## config.mk

```make
export PLATFORM = sky130hd
export DESIGN_NAME = tlb_lookup_arbiter
export DESIGN_NICKNAME = d
export VERILOG_FILES = /design/src/rtl/tlb_lookup_arbiter.sv
export SDC_FILE = /design/constraint.sdc
export NUM_CORES = 1
export LEC_CHECK = 0
export BUFFER_PORTS_ARGS = -buffer_cell sky130_fd_sc_hd__buf_2
export CAP_MARGIN = 10
export CORE_MARGIN = 2
export CORE_UTILIZATION = 49
export DETAILED_ROUTE_END_ITERATION = 8
export PLACE_DENSITY = 0.79
export SLEW_MARGIN = 20
export SYNTH_ARGS = -nofsm -noshare
export SYNTH_HDL_FRONTEND = slang
export SYNTH_SLANG_ARGS = --single-unit
```

## constraint.sdc

```tcl
create_clock -name clk -period 2.3 [get_ports clk]
set_input_delay 0.345 -clock clk [delete_from_list [all_inputs] [get_ports clk]]
set_output_delay 0.345 -clock clk [all_outputs]
set_load 0.05 [all_outputs]
```

## src/rtl/tlb_lookup_arbiter.sv

```systemverilog
// rtl/tlb_lookup_arbiter.sv - shares one TLB port between fetch, data, probe and write requesters
module tlb_lookup_arbiter #(
  parameter int STARVE_LIMIT = 4
) (
  input  logic        clk,
  input  logic        rst,
  input  logic        i_req,
  input  logic [31:0] i_vaddr,
  output logic        i_ack,
  output logic [31:0] i_paddr,
  output logic        i_miss,
  output logic        i_invalid,
  output logic        i_uncached,
  input  logic        d_req,
  input  logic [31:0] d_vaddr,
  input  logic        d_we,
  output logic        d_ack,
  output logic [31:0] d_paddr,
  output logic        d_miss,
  output logic        d_invalid,
  output logic        d_modified,
  output logic        d_uncached,
  input  logic        p_req,
  input  logic [31:0] p_vaddr,
  output logic        p_ack,
  output logic        p_miss,
  output logic [2:0]  p_index,
  input  logic        w_req,
  input  logic        w_random,
  output logic        w_ack,
  output logic [31:0] tlb_vaddr,
  output logic        tlb_tlbwi,
  output logic        tlb_tlbwr,
  input  logic [31:0] tlb_paddr,
  input  logic        tlb_miss,
  input  logic        tlb_valid,
  input  logic        tlb_dirty,
  input  logic        tlb_uncached,
  input  logic [2:0]  tlb_matched_index
);

  localparam logic [1:0] ST_IDLE   = 2'd0;
  localparam logic [1:0] ST_LOOKUP = 2'd1;
  localparam logic [1:0] ST_WRITE  = 2'd2;
  localparam logic [1:0] ST_RESP   = 2'd3;

  localparam logic [1:0] SRC_I = 2'd0;
  localparam logic [1:0] SRC_D = 2'd1;
  localparam logic [1:0] SRC_P = 2'd2;
  localparam logic [1:0] SRC_W = 2'd3;

  localparam int CNT_W = (STARVE_LIMIT < 1) ? 1 : $clog2(STARVE_LIMIT + 1);
  localparam logic [CNT_W-1:0] STARVE_MAX = CNT_W'(STARVE_LIMIT);

  logic [1:0]       state;
  logic [1:0]       src_q;
  logic [31:0]      addr_q;
  logic             we_q;
  logic [CNT_W-1:0] starve_cnt;

  logic             grant_any;
  logic [1:0]       grant_src;
  logic             i_forced;

  logic             bypass;
  logic [31:0]      r_paddr;
  logic             r_miss;
  logic             r_invalid;
  logic             r_modified;
  logic             r_uncached;

  // Fixed priority w > p > d > i, except a starved fetch jumps ahead of data.
  always_comb begin
    grant_any = 1'b1;
    grant_src = SRC_I;
    i_forced  = i_req && (starve_cnt == STARVE_MAX);
    if (w_req)
      grant_src = SRC_W;
    else if (p_req)
      grant_src = SRC_P;
    else if (d_req && !i_forced)
      grant_src = SRC_D;
    else if (i_req)
      grant_src = SRC_I;
    else
      grant_any = 1'b0;
  end

  // kseg0/kseg1 fetch and data accesses never touch the TLB; probes always do.
  always_comb begin
    bypass     = (src_q == SRC_I || src_q == SRC_D) && (addr_q[31:30] == 2'b10);
    r_paddr    = bypass ? {3'b000, addr_q[28:0]} : tlb_paddr;
    r_uncached = bypass ? addr_q[29] : tlb_uncached;
    r_miss     = !bypass && tlb_miss;
    r_invalid  = !bypass && !tlb_miss && !tlb_valid;
    r_modified = !bypass && we_q && !tlb_miss && tlb_valid && !tlb_dirty;
  end

  assign tlb_vaddr = (state == ST_LOOKUP && !bypass) ? addr_q : 32'h0;

  always_ff @(posedge clk or negedge rst) begin
    if (!rst) begin
      state     <= ST_IDLE;
      src_q     <= SRC_I;
      addr_q    <= 32'h0;
      we_q      <= 1'b0;
      i_ack     <= 1'b0;
      d_ack     <= 1'b0;
      p_ack     <= 1'b0;
      w_ack     <= 1'b0;
      tlb_tlbwi <= 1'b0;
      tlb_tlbwr <= 1'b0;
    end else begin
      i_ack     <= 1'b0;
      d_ack     <= 1'b0;
      p_ack     <= 1'b0;
      w_ack     <= 1'b0;
      tlb_tlbwi <= 1'b0;
      tlb_tlbwr <= 1'b0;
      case (state)
        ST_IDLE: begin
          if (grant_any) begin
            src_q <= grant_src;
            case (grant_src)
              SRC_W: begin
                state     <= ST_WRITE;
                tlb_tlbwr <= w_random;
                tlb_tlbwi <= !w_random;
              end
              SRC_P: begin
                state  <= ST_LOOKUP;
                addr_q <= p_vaddr;
                we_q   <= 1'b0;
              end
              SRC_D: begin
                state  <= ST_LOOKUP;
                addr_q <= d_vaddr;
                we_q   <= d_we;
              end
              SRC_I: begin
                state  <= ST_LOOKUP;
                addr_q <= i_vaddr;
                we_q   <= 1'b0;
              end
            endcase
          end
        end
        ST_LOOKUP: begin
          state <= ST_RESP;
          i_ack <= (src_q == SRC_I);
          d_ack <= (src_q == SRC_D);
          p_ack <= (src_q == SRC_P);
        end
        ST_WRITE: begin
          // The TLB commits on this edge, so any later lookup sees the new entry.
          state <= ST_RESP;
          w_ack <= 1'b1;
        end
        ST_RESP: begin
          state <= ST_IDLE;
        end
      endcase
    end
  end

  always_ff @(posedge clk or negedge rst) begin
    if (!rst) begin
      starve_cnt <= '0;
    end else if (state == ST_IDLE) begin
      if (!i_req || (grant_any && grant_src == SRC_I))
        starve_cnt <= '0;
      else if (grant_any && grant_src == SRC_D && starve_cnt != STARVE_MAX)
        starve_cnt <= starve_cnt + CNT_W'(1);
    end
  end

  // Each requester's results hold until its own next lookup completes.
  always_ff @(posedge clk or negedge rst) begin
    if (!rst) begin
      i_paddr    <= 32'h0;
      i_miss     <= 1'b0;
      i_invalid  <= 1'b0;
      i_uncached <= 1'b0;
      d_paddr    <= 32'h0;
      d_miss     <= 1'b0;
      d_invalid  <= 1'b0;
      d_modified <= 1'b0;
      d_uncached <= 1'b0;
      p_miss     <= 1'b0;
      p_index    <= 3'd0;
    end else if (state == ST_LOOKUP) begin
      case (src_q)
        SRC_I: begin
          i_paddr    <= r_paddr;
          i_miss     <= r_miss;
          i_invalid  <= r_invalid;
          i_uncached <= r_uncached;
        end
        SRC_D: begin
          d_paddr    <= r_paddr;
          d_miss     <= r_miss;
          d_invalid  <= r_invalid;
          d_modified <= r_modified;
          d_uncached <= r_uncached;
        end
        SRC_P: begin
          p_miss  <= tlb_miss;
          p_index <= tlb_miss ? 3'd0 : tlb_matched_index;
        end
        default: begin
        end
      endcase
    end
  end

endmodule
```

==> flow_summary.toml, run 1 <==
[route]
wl_per_cell_um = 17.9
wl_met3_mm = 1.36
drt_iter0_drc = 471
drcViolationCount = 0
wirelength_met1_mm = 8.30
top_layer = "met4"
wl_met2_mm = 8.96
via_count = 5954
wirelength_mm = 19.1
dr.pass1.iters = 5
drtAntennaViolNets = 0
viasPerCell = 5.56

[placement]
placedCellCount = 1035
port_buffers = 255
dp_hpwl_mm = 13.4
place_area_sq_um = 7600
gp_congestion = 0.917

[power]
seq_power_share_pct = 29.3
pwr-share-clk_pct = 20.4
totalPowerFinal_mw = 13.5
p_sw_share_pct = 50.1
p_sw_mw = 6.79
intPower_mw = 6.75
peakVddDrop_mv = 0.773
power_density_nw_per_um2 = 1640
leakagePower_nw = 4.43
combPwrFrac_pct = 50.3

[timing]
grt_setup_unrepaired = "yes"
setup_tns_ns = 0
worst_slew_pin_slew_ns = 0.877
max_freq_mhz = 442
hold_slack_ns = -0.0193
max_slew_margin_pct = 41.5
setup_viol = 0
hold_violations = 5
skew_ns = 0.00758
fin_crit_ns = 2.26
fin_crit_sh_pct = 98.4
final_max_slew_viol_count = 0

[synth]
async_reset_ff_share_pct = 100
ys.warnings.count = 0
synthFlopType = "dfrtp_1"
syn_area_sq_um = 6130
yosysSeqAreaShare_pct = 49.4
synth_edf_count = 0
synth_cell_type_count = 38
avgSynthCellArea_sq_um = 9.42
synthCells = 650
syn-num-nets = 798
ys_ff_latch = 121

[critical_path]
cp-end-kind = "primary output"
r2r_cells = 6
r2r_slack_ns = 0.35
worstPathArrival_ns = 1.92
reg2reg_from = "state[0]"
critPathLaunchType = "flop"
critPathTopFamily = "simple AND/OR/NAND/NOR gates"
path_class = "flop to primary output"
cpPeakStageDelay_ns = 0.55
crit_fanout = 23
crit_chain = "or3b_4, and3_1, clkbuf_4"
slowest_stage = "or3b_4"
cp.required_ns = 1.96
timing.rr.end = "addr_q[8]"
crit_buf_inv = 1

[run_status]
violations = "hold timing"
status = "complete, but fails checks"

[finish]
layout-drive-gt1-share_pct = 36.3
fillers = 1001
seqCellArea_sq_um = 3030
final_core_util_pct = 68.1
stdcell_count = 1070
fin_nets = 1036
multiInputGateArea_sq_um = 2680
finalInstanceArea_sq_um = 8240
area_delta_synth_final_pct = 34.6

[clock_tree]
clkTransAtPathRegs_ns = 0.06
clock-root-buffer = "clkbuf_16"
insertion_delay_ns = 0.42
cts_hold_repair.buffers = 0
clk_path_buf_depth = 2
cts_tree = "built"
cts_buffers = 17
cts_setup_buffers = 0
cts_htree_levels = 4
cts_sinks = 121

[grt]
grt_pass1_wl_mm = 28.8
antenna_found_initial = 0
grt_usage_pct = 28.4
grt_pass1_vias = 5590
grt_max_degree = 122
grt-ovfl-total = 0

[die]
pin_count = 256
die_area_sq_um = 13400
dieWidth_um = 116
design.core.area_sq_um = 12100
fp.dieH_um = 116
rows = 40
start_util_pct = 50.6

[flow_run]
maxCapViolCount = 0

[worst_hold_path]
holdCritPathClass = "input port to asynchronous set/reset pin"
-- power groups by stage --
stage          clock [mW]  sequential [mW]  combinational, mW
2_1_floorplan           0             6.12               2.68
3_3_place_gp            0             3.92               6.65
3_5_place_dp            0             3.96               6.74
4_1_cts              2.79             3.95               6.80
5_1_grt              2.90             4.09               7.24
6_report             2.76             3.97               6.81
-- worst max-delay path by stage --
stage	startpoint	to	cells after the start
after floorplan	src_q[1]	tlb_vaddr[0]	5
after global placement	src_q[1]	tlb_vaddr[31]	3
after detailed placement	src_q[1]	tlb_vaddr[31]	3
after CTS	addr_q[30]	tlb_vaddr[27]	3
after global routing	addr_q[30]	tlb_vaddr[31]	3
final	addr_q[30]	tlb_vaddr[31]	3
-- timing repair --
item	4_1_cts	5_1_grt
pin swaps	1	1
setup endpoints to repair	31	9
gates resized for setup	1	1
gates cloned	1	1
-- final cells by class --
cell class                 count  share of cell area [%]
sequential                   121                    36.7
multi-input combinational    424                    32.5
timing repair buffer         282                    18.8
clock buffer                  19                    5.49
tap                          168                    2.55
clock inverter                13                    2.02
inverter                      42                    1.91
antenna                        1                  0.0304
-- metrics by stage --
stage | hold slack, ns | setup WS (ns)
final | -0.0193 | 0.0378
after CTS | 0.0377 | 0.0191
after floorplan | 0.0494 | 0.447
after detailed placement | 0.465 | 0.345
after global routing | 0.0505 | -0.0157
after global placement | 0.454 | 0.349
-- worst reg2reg max path, delay by kind of cell, from the launching register on --
family / cells / cell delay [ns]
compound gates: 1 / 0.36
fa+ha+maj: 1 / 0.37
buf+inv: 2 / 0.32
flops: 1 / 0.40
simple gates: 2 / 0.39
-- registers in the layout (all words and copies together), names as in the netlist, 2 cells and up --
signal      cells
src_q           2
i_paddr        32
starve_cnt      3
addr_q         32
d_paddr        32
state           2
p_index         3
-- cells in the mapped netlist (2+ instances only) --
| master | count | area, sq um |
|---|---|---|
| dfrtp_1 | 121 | 3030 |
| nand2_1 | 113 | 424 |
| o21ai_0 | 71 | 355 |
| inv_1 | 42 | 158 |
| clkbuf_1 | 39 | 146 |
| and3_1 | 34 | 213 |
| a211oi_1 | 33 | 248 |
| nand3_1 | 33 | 165 |
| and4_1 | 32 | 280 |
| o32a_1 | 32 | 320 |
| mux2i_1 | 30 | 300 |
| buf_2 | 21 | 105 |
| ha_1 | 5 | 62.6 |
| nor3_1 | 4 | 20.0 |
| o21ai_1 | 4 | 20.0 |
| a21oi_1 | 3 | 15.0 |
| buf_6 | 3 | 33.8 |
| nand2b_1 | 3 | 18.8 |
| a31o_2 | 2 | 17.5 |
| buf_4 | 2 | 15.0 |
| mux2_2 | 2 | 22.5 |
| nand3b_1 | 2 | 15.0 |
| nor2b_1 | 2 | 12.5 |
| nor3b_1 | 2 | 15.0 |
| o41ai_1 | 2 | 17.5 |
-- metal layers --
metal	global-route usage (%)	up-vias
met4	11.7	0
li1	-	2817
met3	6.85	41
met1	38.0	2823
met2	44.5	273
met5	0	-
-- cell usage in the layout (no fill, tap or decap), types with 2 or more instances in the layout --
cell type / count
mux2i_1: 30
ha_1: 5
buf_2: 253
clkinvlp_4: 6
o21ai_1: 4
inv_6: 3
nand3_1: 32
o32a_1: 32
a211oi_1: 33
a21oi_1: 3
o21ai_0: 71
or3b_2: 2
clkbuf_8: 2
buf_12: 5
a31o_2: 2
inv_1: 42
nand3b_1: 2
nor3b_1: 2
o41ai_1: 2
nand2b_1: 3
and3_1: 34
buf_4: 23
mux2_2: 2
and4_1: 32
nand2_1: 113
nor3_1: 4
or3b_4: 2
bufinv_16: 3
clkbuf_16: 17
nor2b_2: 2
dfrtp_1: 121
-- cells by family after synthesis --
logic type / Yosys count / share of synthesized area, %
AND/OR/NAND/NOR: 233 / 19.9
buffers and inverters: 107 / 7.48
adder cells (fa/ha/maj): 5 / 1.02
multiplexers: 32 / 5.27
AO/OA/AOI/OAI: 152 / 16.9
flip-flops: 121 / 49.4
Power figures use the tool's default switching activity.
==> inputs of run 2 (changes only) <==
- CORE_UTILIZATION: 49 -> 44
- HOLD_SLACK_MARGIN: default -> 0.08
- PLACE_DENSITY: 0.79 -> 0.75
- clock period: 2.3 -> 2 ns (I/O delays scaled with it)
==> flow_summary.toml, run 2 (synthesis gave the netlist of run 1 again) <==
[run_status]
status = "complete, but fails checks"
violations = "setup timing"

[grt]
antenna_found_initial = 1
grt_pass1_vias = 5863
grt_usage_pct = 27.4
grt_pass1_wl_mm = 31.3
grt_max_degree = 74
grt-ovfl-total = 0

[clock_tree]
insertion_delay_ns = 0.41
cts_buffers = 17
clk_path_buf_depth = 2
cts_htree_levels = 4
clock-root-buffer = "clkbuf_16"
clkTransAtPathRegs_ns = 0.06
cts_tree = "built"
cts_sinks = 121

[finish]
multiInputGateArea_sq_um = 2890
top_regs = "addr_q (32), d_paddr (32), i_paddr (32)"
layout-drive-gt1-share_pct = 40.5
layout_common_cells = "buf_2 (222), dfrtp_1 (118), nand2_1 (113)"
area_delta_synth_final_pct = 42.7
fillers = 1127
fin_nets = 1046
mostFrequentLayoutCell = "buf_2"
finalInstanceArea_sq_um = 8740
seqCellArea_sq_um = 3030

[timing]
fin_crit_ns = 2.01
grt_setup_unrepaired = "yes"
fin_crit_sh_pct = 100
max_freq_mhz = 498
max_slew_margin_pct = 37.0
skew_ns = 0.00896
worst_slew_pin_slew_ns = 0.941
setup_ws_ns = -0.00863
setup_viol = 11
final_max_slew_viol_count = 0
hold_violations = 0
hold_slack_ns = 0.116

[critical_path]
critPathLaunchType = "flop"
crit_fanout = 8
cp.required_ns = 1.70
cp-end-kind = "primary output"
crit_chain = "or3b_4, and3_4, buf_6"
reg2reg_from = "src_q[1]"
r2r_slack_ns = 0.09
cpPeakStageDelay_ns = 0.48
critPathTopFamily = "simple AND/OR/NAND/NOR gates"
path_class = "flop to primary output"
worstPathArrival_ns = 1.71
crit_path_start = "addr_q[30]"
crit_buf_inv = 1
slowest_stage = "or3b_4"

[die]
die_area_sq_um = 14900
dieWidth_um = 122
fp.dieH_um = 122
rows = 43
design.core.area_sq_um = 13700
start_util_pct = 44.7
pin_count = 256

[route]
drcViolationCount = 0
via_count = 6123
wl_per_cell_um = 18.8
dr.pass1.iters = 5
drt_iter0_drc = 516
viasPerCell = 5.61
drtAntennaViolNets = 0
wirelength_mm = 20.5

[power]
p_sw_share_pct = 49.3
p_sw_mw = 8.11
seq_power_share_pct = 27.9
intPower_mw = 8.35
power_density_nw_per_um2 = 1880
totalPowerFinal_mw = 16.5
pwr-share-clk_pct = 19.4
combPwrFrac_pct = 52.7
peakVddDrop_mv = 0.748
leakagePower_nw = 4.46

[placement]
place_area_sq_um = 7630
dp_hpwl_mm = 13.8
dp_slack_ns = 0.116
gp_congestion = 0.856
port_buffers = 255

[worst_hold_path]
holdCritPathClass = "input port to flop"
hp-start = "tlb_valid"

[flow_run]
maxCapViolCount = 0
-- run 2: path summary, 6_finish.rpt --
| kind | to | cells after the start |
|---|---|---|
| min reg2reg | i_paddr[2] | 2 |
| min in group asynchronous | d_paddr[5] | 2 |
| min | d_invalid | 2 |
| max reg2reg | d_paddr[15] | 6 |
| max | tlb_vaddr[25] | 3 |
| max in group asynchronous | src_q[1] | 3 |
-- run 2: timing repair --
action,in CTS,in global routing
cloned,6,0
resized for setup,97,11
buffers inserted,4,0
endpoints found under the setup margin,31,32
hold buffers,2,0
pin swaps,19,21
endpoints found under the hold margin,28,0
-- run 2: power groups by stage --
stage               logic [mW]  registers [mW]  clock network [mW]
floorplan                 3.08            7.04                   0
global placement          7.73            4.47                   0
detailed placement        7.84            4.52                   0
CTS                       8.58            4.57                3.21
global route              9.18            4.74                3.33
finish                    8.68            4.60                3.19
-- run 2: final cells by class --
| type | count | share of cell area (%) |
|---|---|---|
| clock inverter | 15 | 2.16 |
| tap | 180 | 2.58 |
| multi-input combinational | 428 | 33.0 |
| timing repair buffer | 288 | 20.9 |
| clock buffer | 17 | 4.87 |
| inverter | 42 | 1.80 |
| sequential | 121 | 34.7 |
| antenna | 1 | 0.0286 |
-- run 2: per-layer routing --
layer | part of all wire, % | vias to the layer above | track usage, %
met5 | 0 | - | 0
met4 | 3.3 | 0 | 10.3
met3 | 6.3 | 55 | 4.78
met2 | 47 | 281 | 42.6
met1 | 43 | 2942 | 38.3
li1 | - | 2845 | -
-- run 2: metrics by stage --
| step | util (%) | std cells | setup TNS, ns |
|---|---|---|---|
| 2_1_floorplan | - | 650 | 0 |
| 3_3_place_gp | 55.6 | 1047 | 0 |
| 3_5_place_dp | 55.6 | 1047 | 0 |
| 4_1_cts | 63.3 | 1091 | -0.332 |
| 5_1_grt | 63.7 | 1092 | -0.609 |
| 6_report | 63.7 | 1092 | -0.0422 |
==> inputs of run 3 (changes only) <==
- TNS_END_PERCENT: default -> 1
==> flow_summary.toml, run 3 (synthesis gave the netlist of run 1 again) <==
[run_status]
status = "complete, but fails checks"
violations = "setup timing"

[critical_path]
critPathLaunchType = "flop"
worstPathArrival_ns = 1.71
cp.required_ns = 1.70
path_class = "flop to primary output"
cp-end-kind = "primary output"
r2r_cells = 4
crit_fanout = 8
r2r_slack_ns = 0.11
reg2reg_from = "addr_q[30]"
timing.rr.end = "i_paddr[12]"

[route]
dr.pass1.iters = 5
drt_iter0_drc = 442
drtAntennaViolNets = 0
via_count = 6141
drcViolationCount = 0
viasPerCell = 5.62
wl_per_cell_um = 18.9
wirelength_mm = 20.7

[clock_tree]
cts_buffers = 17
cts_tree = "built"
clkTransAtPathRegs_ns = 0.06
clock-root-buffer = "clkbuf_16"
cts_sinks = 121
clk_path_buf_depth = 2
insertion_delay_ns = 0.41
cts_htree_levels = 4

[grt]
grt-ovfl-total = 0
grt_usage_pct = 27.4
antenna_found_initial = 1
grt_pass1_wl_mm = 31.4
grt_pass1_vias = 5857
grt_max_degree = 74

[timing]
hold_violations = 0
setup_viol = 5
max_freq_mhz = 498
grt_setup_unrepaired = "yes"
fin_crit_ns = 2.01
worst_slew_pin_slew_ns = 0.923
setup_tns_ns = -0.0180
skew_ns = 0.00851
hold_slack_ns = 0.117
setup_ws_ns = -0.00731
final_max_slew_viol_count = 0
fin_crit_sh_pct = 100
max_slew_margin_pct = 38.2

[power]
totalPowerFinal_mw = 16.5
peakVddDrop_mv = 0.756
leakagePower_nw = 4.46
power_density_nw_per_um2 = 1890

[finish]
mostFrequentLayoutCell = "buf_2"
top_regs = "addr_q (32), d_paddr (32), i_paddr (32)"
area_delta_synth_final_pct = 42.7
layout-drive-gt1-share_pct = 40.4
fin_nets = 1045
layout_common_cells = "buf_2 (222), dfrtp_1 (118), nand2_1 (113)"

[die]
pin_count = 256
rows = 43
die_area_sq_um = 14900
fp.dieH_um = 122
start_util_pct = 44.7
dieWidth_um = 122
design.core.area_sq_um = 13700

[placement]
dp_hpwl_mm = 13.8
port_buffers = 255
gp_congestion = 0.856

[worst_hold_path]
hp-start = "tlb_valid"
holdCritPathClass = "input port to flop"
holdPathStages = 2
hold_end = "d_invalid"

[flow_run]
maxCapViolCount = 0
[run 3: final cells by class]
class | instances | area (sq um)
diodes | 2 | 5.00
clock buffers | 17 | 425
clock inverters | 15 | 189
fillers | 1132 | 4980
inverters | 42 | 158
multi-input cells | 428 | 2890
flip-flops and latches | 121 | 3030
well taps | 180 | 225
repair buffers | 287 | 1820
[run 3: repair_timing]
action	in CTS	in global routing
hold buffers	2	0
cloned	6	0
endpoints found under the hold margin	28	0
setup buffers	3	0
pin swaps	18	28
resized for setup	89	21
endpoints found under the setup margin	31	32
[run 3: worst max path at each step]
| stage | to | slack [ns] | cells after the start | startpoint |
|---|---|---|---|---|
| 5_1_grt | tlb_vaddr[0] | -0.04 | 3 | addr_q[30] |
| 4_1_cts | tlb_vaddr[13] | -0.03 | 3 | addr_q[30] |
| 3_5_place_dp | tlb_vaddr[18] | 0.12 | 3 | addr_q[31] |
| 2_1_floorplan | tlb_vaddr[0] | 0.19 | 5 | src_q[1] |
| 6_report | tlb_vaddr[0] | -0.007 | 3 | addr_q[30] |
| 3_3_place_gp | tlb_vaddr[31] | 0.12 | 3 | addr_q[31] |
[run 3: metal layers]
layer / up-vias / track usage (%) / routed length, um
met4: 0 / 9.91 / 618
met2: 273 / 42.9 / 9840
met5: - / 0 / 0
met1: 2973 / 38.1 / 8820
met3: 47 / 5.29 / 1370
li1: 2848 / - / -
[run 3: through the flow]
stage / std cells / util, % / instance area, sq um / setup WS [ns]
3_5_place_dp: 1047 / 55.6 / 7630 / 0.116
5_1_grt: 1091 / 63.7 / 8740 / -0.0403
6_report: 1092 / 63.7 / 8740 / -0.00731
4_1_cts: 1090 / 63.0 / 8640 / -0.0294
2_1_floorplan: 650 / - / 6130 / 0.192
3_3_place_gp: 1047 / 55.6 / 7630 / 0.119
[run 3: worst max-delay path, cell delays in order, from the launching register on]
cell	delay, ns
dfrtp_2	0.46
or3b_4	0.50
and3_4	0.19
buf_6	0.15
[run 3: power by group]
group	internal [mW]	leakage, nW	switching, mW
logic	2.70	2.72	5.98
clock network	1.99	0.290	1.21
registers	3.66	1.45	0.941
total	8.35	4.46	8.13
